File: src/rtl/sine_burst_ctrl.sv
// sine_burst_ctrl: phase-index sequencer for sine PWM bursts with dead time, repeat and graceful stop
module sine_burst_ctrl #(
  parameter int DIV_W = 24,
  parameter int CNT_W = 16
) (
  input  logic             clk,
  input  logic             rst_n,
  input  logic             cfg_valid,
  output logic             cfg_ready,
  input  logic [DIV_W-1:0] cfg_div,
  input  logic [CNT_W-1:0] cfg_cycles,
  input  logic [CNT_W-1:0] cfg_gap,
  input  logic             cfg_repeat,
  input  logic             start,
  input  logic             stop,
  output logic [7:0]       theta,
  output logic             theta_stb,
  output logic             pwm_en,
  output logic             busy,
  output logic             done
);
  typedef enum logic [1:0] {S_IDLE, S_RUN, S_GAP} state_t;
  state_t r_state, w_nxt;
  logic [DIV_W-1:0] r_div, r_pre;
  logic [CNT_W-1:0] r_cycles, r_gap, r_per, r_gcnt;
  logic             r_repeat, r_stop_pend, r_stb, r_pwm, r_busy, r_done;
  logic [7:0]       r_theta;
  logic             w_tick, w_wrap, w_last_per, w_last_gap;
  assign w_tick     = r_pre == r_div - 1'b1;
  assign w_wrap     = w_tick && r_theta == 8'hFF;
  assign w_last_per = r_per == r_cycles - 1'b1;
  assign w_last_gap = r_gcnt == r_gap - 1'b1;
  assign cfg_ready  = r_state == S_IDLE;
  assign theta      = r_theta;
  assign theta_stb  = r_stb;
  assign pwm_en     = r_pwm;
  assign busy       = r_busy;
  assign done       = r_done;
  always_ff @(posedge clk)
    if (!rst_n) r_state <= S_IDLE;
    else        r_state <= w_nxt;
  always_comb begin
    w_nxt = r_state;
    case (r_state)
      S_IDLE: w_nxt = (start && !stop && r_cycles != '0) ? S_RUN : S_IDLE;
      S_RUN: begin
        if (w_wrap && r_stop_pend) w_nxt = S_IDLE;
        else if (w_wrap && w_last_per) w_nxt = r_gap != '0 ? S_GAP : (r_repeat ? S_RUN : S_IDLE);
      end
      S_GAP: begin
        if (stop || r_stop_pend) w_nxt = S_IDLE;
        else if (w_tick && w_last_gap) w_nxt = r_repeat ? S_RUN : S_IDLE;
      end
      default: w_nxt = S_IDLE;
    endcase
  end
  // Shadow div stores 0 as 1 so the tick compare never underflows
  always_ff @(posedge clk) begin
    if (!rst_n) begin
      r_div       <= DIV_W'(1);
      r_cycles    <= CNT_W'(1);
      r_gap       <= '0;
      r_repeat    <= 1'b0;
      r_pre       <= '0;
      r_theta     <= '0;
      r_per       <= '0;
      r_gcnt      <= '0;
      r_stop_pend <= 1'b0;
      r_stb       <= 1'b0;
      r_pwm       <= 1'b0;
      r_busy      <= 1'b0;
      r_done      <= 1'b0;
    end else begin
      if (cfg_valid && r_state == S_IDLE) begin
        r_div    <= cfg_div == '0 ? DIV_W'(1) : cfg_div;
        r_cycles <= cfg_cycles;
        r_gap    <= cfg_gap;
        r_repeat <= cfg_repeat;
      end
      r_pre       <= (r_state == S_IDLE || w_tick) ? '0 : r_pre + 1'b1;
      r_theta     <= w_nxt != S_RUN ? '0 : (r_state == S_RUN && w_tick) ? r_theta + 1'b1 : r_theta;
      r_per       <= r_state != S_RUN ? '0 : w_wrap ? (w_last_per ? '0 : r_per + 1'b1) : r_per;
      r_gcnt      <= r_state != S_GAP ? '0 : w_tick ? r_gcnt + 1'b1 : r_gcnt;
      r_stop_pend <= r_state == S_RUN && (r_stop_pend || stop);
      r_stb       <= r_state == S_RUN && w_nxt == S_RUN && w_tick;
      r_pwm       <= w_nxt == S_RUN;
      r_busy      <= w_nxt != S_IDLE;
      r_done      <= w_nxt == S_IDLE && r_state != S_IDLE;
    end
  end
endmodule

File: config.mk
export PLATFORM = sky130hd
export DESIGN_NAME = sine_burst_ctrl
export DESIGN_NICKNAME = d
export VERILOG_FILES = /design/src/rtl/sine_burst_ctrl.sv
export SDC_FILE = /design/constraint.sdc
export NUM_CORES = 1
export LEC_CHECK = 0
export CAP_MARGIN = 20
export CORE_ASPECT_RATIO = 0.7
export CORE_MARGIN = 3
export CORE_UTILIZATION = 49
export DETAILED_ROUTE_END_ITERATION = 7
export GPL_ROUTABILITY_DRIVEN = 0
export GPL_TIMING_DRIVEN = 0
export PLACE_DENSITY = 0.7
export REMOVE_ABC_BUFFERS = 1
export SLEW_MARGIN = 20
export SYNTH_ARGS = -nofsm -noshare
export SYNTH_HDL_FRONTEND = slang
export SYNTH_SLANG_ARGS = --single-unit
export TNS_END_PERCENT = 20
File: constraint.sdc
create_clock -name clk -period 5.8 [get_ports clk]
set_input_delay 1.74 -clock clk [delete_from_list [all_inputs] [get_ports clk]]
set_output_delay 1.74 -clock clk [all_outputs]
set_load 0.005 [all_outputs]
==> metrics.csv <==
metric,value,unit
flip-flop cell with the highest count after synthesis,dfxtp_1,
Max transition margin,44.8,%
Synth top area share,34.8,%
area growth from synthesis to final layout,20.4,%
clk sink count,128,
Sw Pwr,944,µW
share of final-layout standard cells stronger than drive strength 1,5.83,%
count of cell instances traversed by the critical path,11,
number of fill cells,1301,
switching fraction of total power,32.1,%
y dimension of the die,109,µm
post-CTS sizing,0,
Placeable Area,14300,µm²
count of flip-flops with a built-in enable after synthesis,0,
Vias per Instance,5.58,
clock buffer count from CTS,17,
final setup margin,1.38,ns
endpoints failing hold,0,
sum of net half-perimeters after detailed placement,13200,µm
worst IR drop on VDD,0.157,mV
final setup violating endpoints,0,
Critical Path AT,4.70,ns
YS warnings,0,
Syn Inst Count,932,
synth unique cells,63,
DRC viols,0,
antenna violations before repair,0,
Overflow after GRT,0,
Min-Delay Path Class,flop to flop,
power density over the cells,331,nW/µm²
most common cell type on the critical path,nor2_1,
total power draw,2940,µW
total number of nets in the final design,1051,
met2 track demand over resource,31.8,%
clock-pin slew reported for the worst setup and hold paths after clock tree synthesis,0.06,ns
area of the die,16600,µm²
M1 GR Usage,33.7,%
"worst slack, placed",1.46,ns
CTS hold repair buffers,0,
antenna-violating nets left,0,
mean cell area of the mapped netlist,7.91,µm²
Gate power share,25.9,%
clock tree skew after final layout,0.00762,ns
initial core utilization,51.5,%
Critical Path End Type,flop,
count of input and output buffers,74,
kind of cell with the highest combined delay on the critical path,simple AND/OR/NAND/NOR gates,
Clock Path Buffers,2,
Crit-path slowest cell,nor4_4,
slew at the pin closest to its max-slew limit,0.822,ns
routed vias,6611,
top fanout value on the critical path,16,
CP Cell Sequence,inv_1 > ha_1 > nor3b_1 > nand2_1 > nor4b_1 > xor2_1 > a211o_1 > nor4_4 > o21ai_0 > nor2_1 > nor2_1,
global-route wire length before repair,30300,µm
fmax,0.226,GHz
met3 track utilization from global routing,4.84,%
number of buffer and inverter instances along the worst setup path,1,
last element of the critical path,theta[6]$_SDFFE_PP0P_,
Post-Route WL,18300,µm
max capacitance violation total,0,
n_diodes,0,
worst setup path category,flop to flop,
worst setup slack for register-to-register paths,1.38,ns
result of the run,"complete, no violations",
shortest period the worst path allows,4.42,ns
Leakage Power,0.00314,µW
destination of the worst register-to-register timing path,theta[6]$_SDFFE_PP0P_,
placed standard-cell area,8230,µm²
setup fix buffers added after clock tree synthesis,0,
maximum number of pins on one net before global-route repair,57,
Worst Reg-to-Reg Cells,11,
startpoint of the most critical register-to-register path,r_div[0]$_SDFFE_PN1P_,
buffer cell driving the clock tree root,clkbuf_16,
Row Count,36,
clock share of power,38.7,%
drt pass-1 iters,5,
Setup Total Neg Slack,0,ns
number of H-tree levels,4,
"FF+latch count, synth",128,
Skew-Pair Late Insertion Delay,0.42,ns
type of origin of the critical path,flop,
GRT Max-Usage Layer,met1,
Final Max Slew Viols,0,
Ports,75,
area of the mapped netlist,7370,µm²
drt first-iter violations,384,
cell types occupying the most area after synthesis,"dfxtp_1, nand2_1, xnor2_1",
x dimension of the die,153,µm
fraction of the yosys area taken by sequential cells,34.8,%
total track usage,22.4,%
Post-Route Utilization,62.0,%
asr flop ratio synth,0,%
Critical path origin,r_div[0]$_SDFFE_PN1P_,
Worst path max stage delay,0.76,ns
vias in the first global route,5879,
post-route cell area,8880,µm²
setup repair after global routing missed its margin,no,
sequential share of power,35.4,%
TritonCTS clock tree,done,
cell type with the highest aggregate area in the netlist,dfxtp_1,
fraction of the cycle the final worst path needs,76.3,%
Power Internal,2000,µW
wire per inst,15.4,µm
"Req. time, crit path",6.07,ns
## area by class of cell
type                    instances  area, µm²  area share (%)
multi-input cells             738       4580            51.6
flip-flops and latches        128       2560            28.9
repair buffers                 78        796            8.96
clock buffers                  18        439            4.95
well taps                     190        238            2.68
clock inverters                14        189            2.13
inverters                      19       71.3           0.803
## registers in the layout, indices dropped and copies added (netlist names), 2 cells and up
| name | flops |
|---|---|
| r_div | 24 |
| r_state | 2 |
| r_gcnt | 16 |
| r_per | 16 |
| r_cycles | 16 |
| r_pre | 24 |
| theta | 8 |
| r_gap | 16 |
## per-stage QoR
stage	hold WS, ns	instances
floorplan	0.449	885
global placement	0.471	1149
detailed placement	0.482	1152
CTS	0.491	1184
global route	0.514	1185
finish	0.485	1185
## worst min path at each step
| stage | startpoint | end | slack [ns] | cells after the start |
|---|---|---|---|---|
| after detailed placement | r_gcnt[15]$_SDFFE_PP0P_ | r_gcnt[15]$_SDFFE_PP0P_ | 0.48 | 2 |
| after global placement | r_div[23]$_SDFFE_PN0P_ | r_div[23]$_SDFFE_PN0P_ | 0.47 | 2 |
| after global routing | r_gap[12]$_SDFFE_PN0P_ | r_gap[12]$_SDFFE_PN0P_ | 0.51 | 2 |
| after floorplan | r_pre[0]$_SDFF_PP0_ | r_pre[0]$_SDFF_PP0_ | 0.45 | 1 |
| final | r_div[23]$_SDFFE_PN0P_ | r_div[23]$_SDFFE_PN0P_ | 0.49 | 2 |
| after CTS | r_gcnt[15]$_SDFFE_PP0P_ | r_gcnt[15]$_SDFFE_PP0P_ | 0.49 | 2 |
## layout by cell type, fill, tap and decap left out, types with 6 or more instances in the layout
cell / n
nor2b_1: 6
a31oi_1: 7
xnor2_1: 65
a21oi_1: 12
nand3_1: 37
nand2b_1: 14
ha_1: 7
xor2_1: 52
nand4_1: 32
nor2_1: 86
a21boi_0: 56
and4_1: 7
dfxtp_1: 128
or3_1: 8
nor3b_1: 6
mux2i_1: 9
o31ai_1: 6
o21ai_0: 16
nand3b_1: 6
clkdlybuf4s50_1: 73
and3_1: 21
nor3_1: 23
clkbuf_16: 17
inv_1: 19
nor4_1: 18
nand2_1: 164
## metal layers
metal	part of all wire [%]	wire [µm]
met2	41	7470
met3	5.6	1020
met1	52	9560
met4	1.3	239
met5	0	0
## kinds of logic (layout without fill, tap and decap cells)
logic type | count (synthesis) | in the layout | share of synthesized area [%]
AOI/OAI and AO/OA | 139 | 139 | 13.5
xor gates and xnor gates | 117 | 117 | 13.9
adders and majority gates | 7 | 7 | 1.19
buffers and inverters | 66 | 129 | 3.48
DFF | 128 | 128 | 34.8
muxes | 9 | 9 | 1.22
and+or+nand+nor | 466 | 466 | 32.0
## power groups by stage
stage / Sequential, µW / Clock [µW] / Combinational [µW]
global route: 1050 / 1190 / 852
finish: 1040 / 1140 / 762
floorplan: 1030 / 0 / 521
CTS: 1040 / 1160 / 754
detailed placement: 1060 / 0 / 749
global placement: 1060 / 0 / 727
## synth_stat cells, types with 6 or more instances
cell type	instances
nor3_1	23
and2_1	6
nand2_1	165
nor2b_1	6
nand2b_1	14
mux2i_1	9
a21oi_1	12
a21boi_0	56
or3_1	8
nand3b_1	6
and4_1	7
ha_1	7
xor2_1	52
clkbuf_1	36
a31oi_1	7
nand4_1	32
nor4_1	19
o21ai_0	16
xnor2_1	65
nor2_1	86
o31ai_1	6
inv_1	19
buf_2	7
nor3b_1	6
and3_1	21
nand3_1	37
dfxtp_1	128
## worst min-delay path, stage by stage (launching register included)
cell	delay, ns
dfxtp_1	0.32
nand2_1	0.05
a21boi_0	0.07
(Power assumes the default switching activity.)
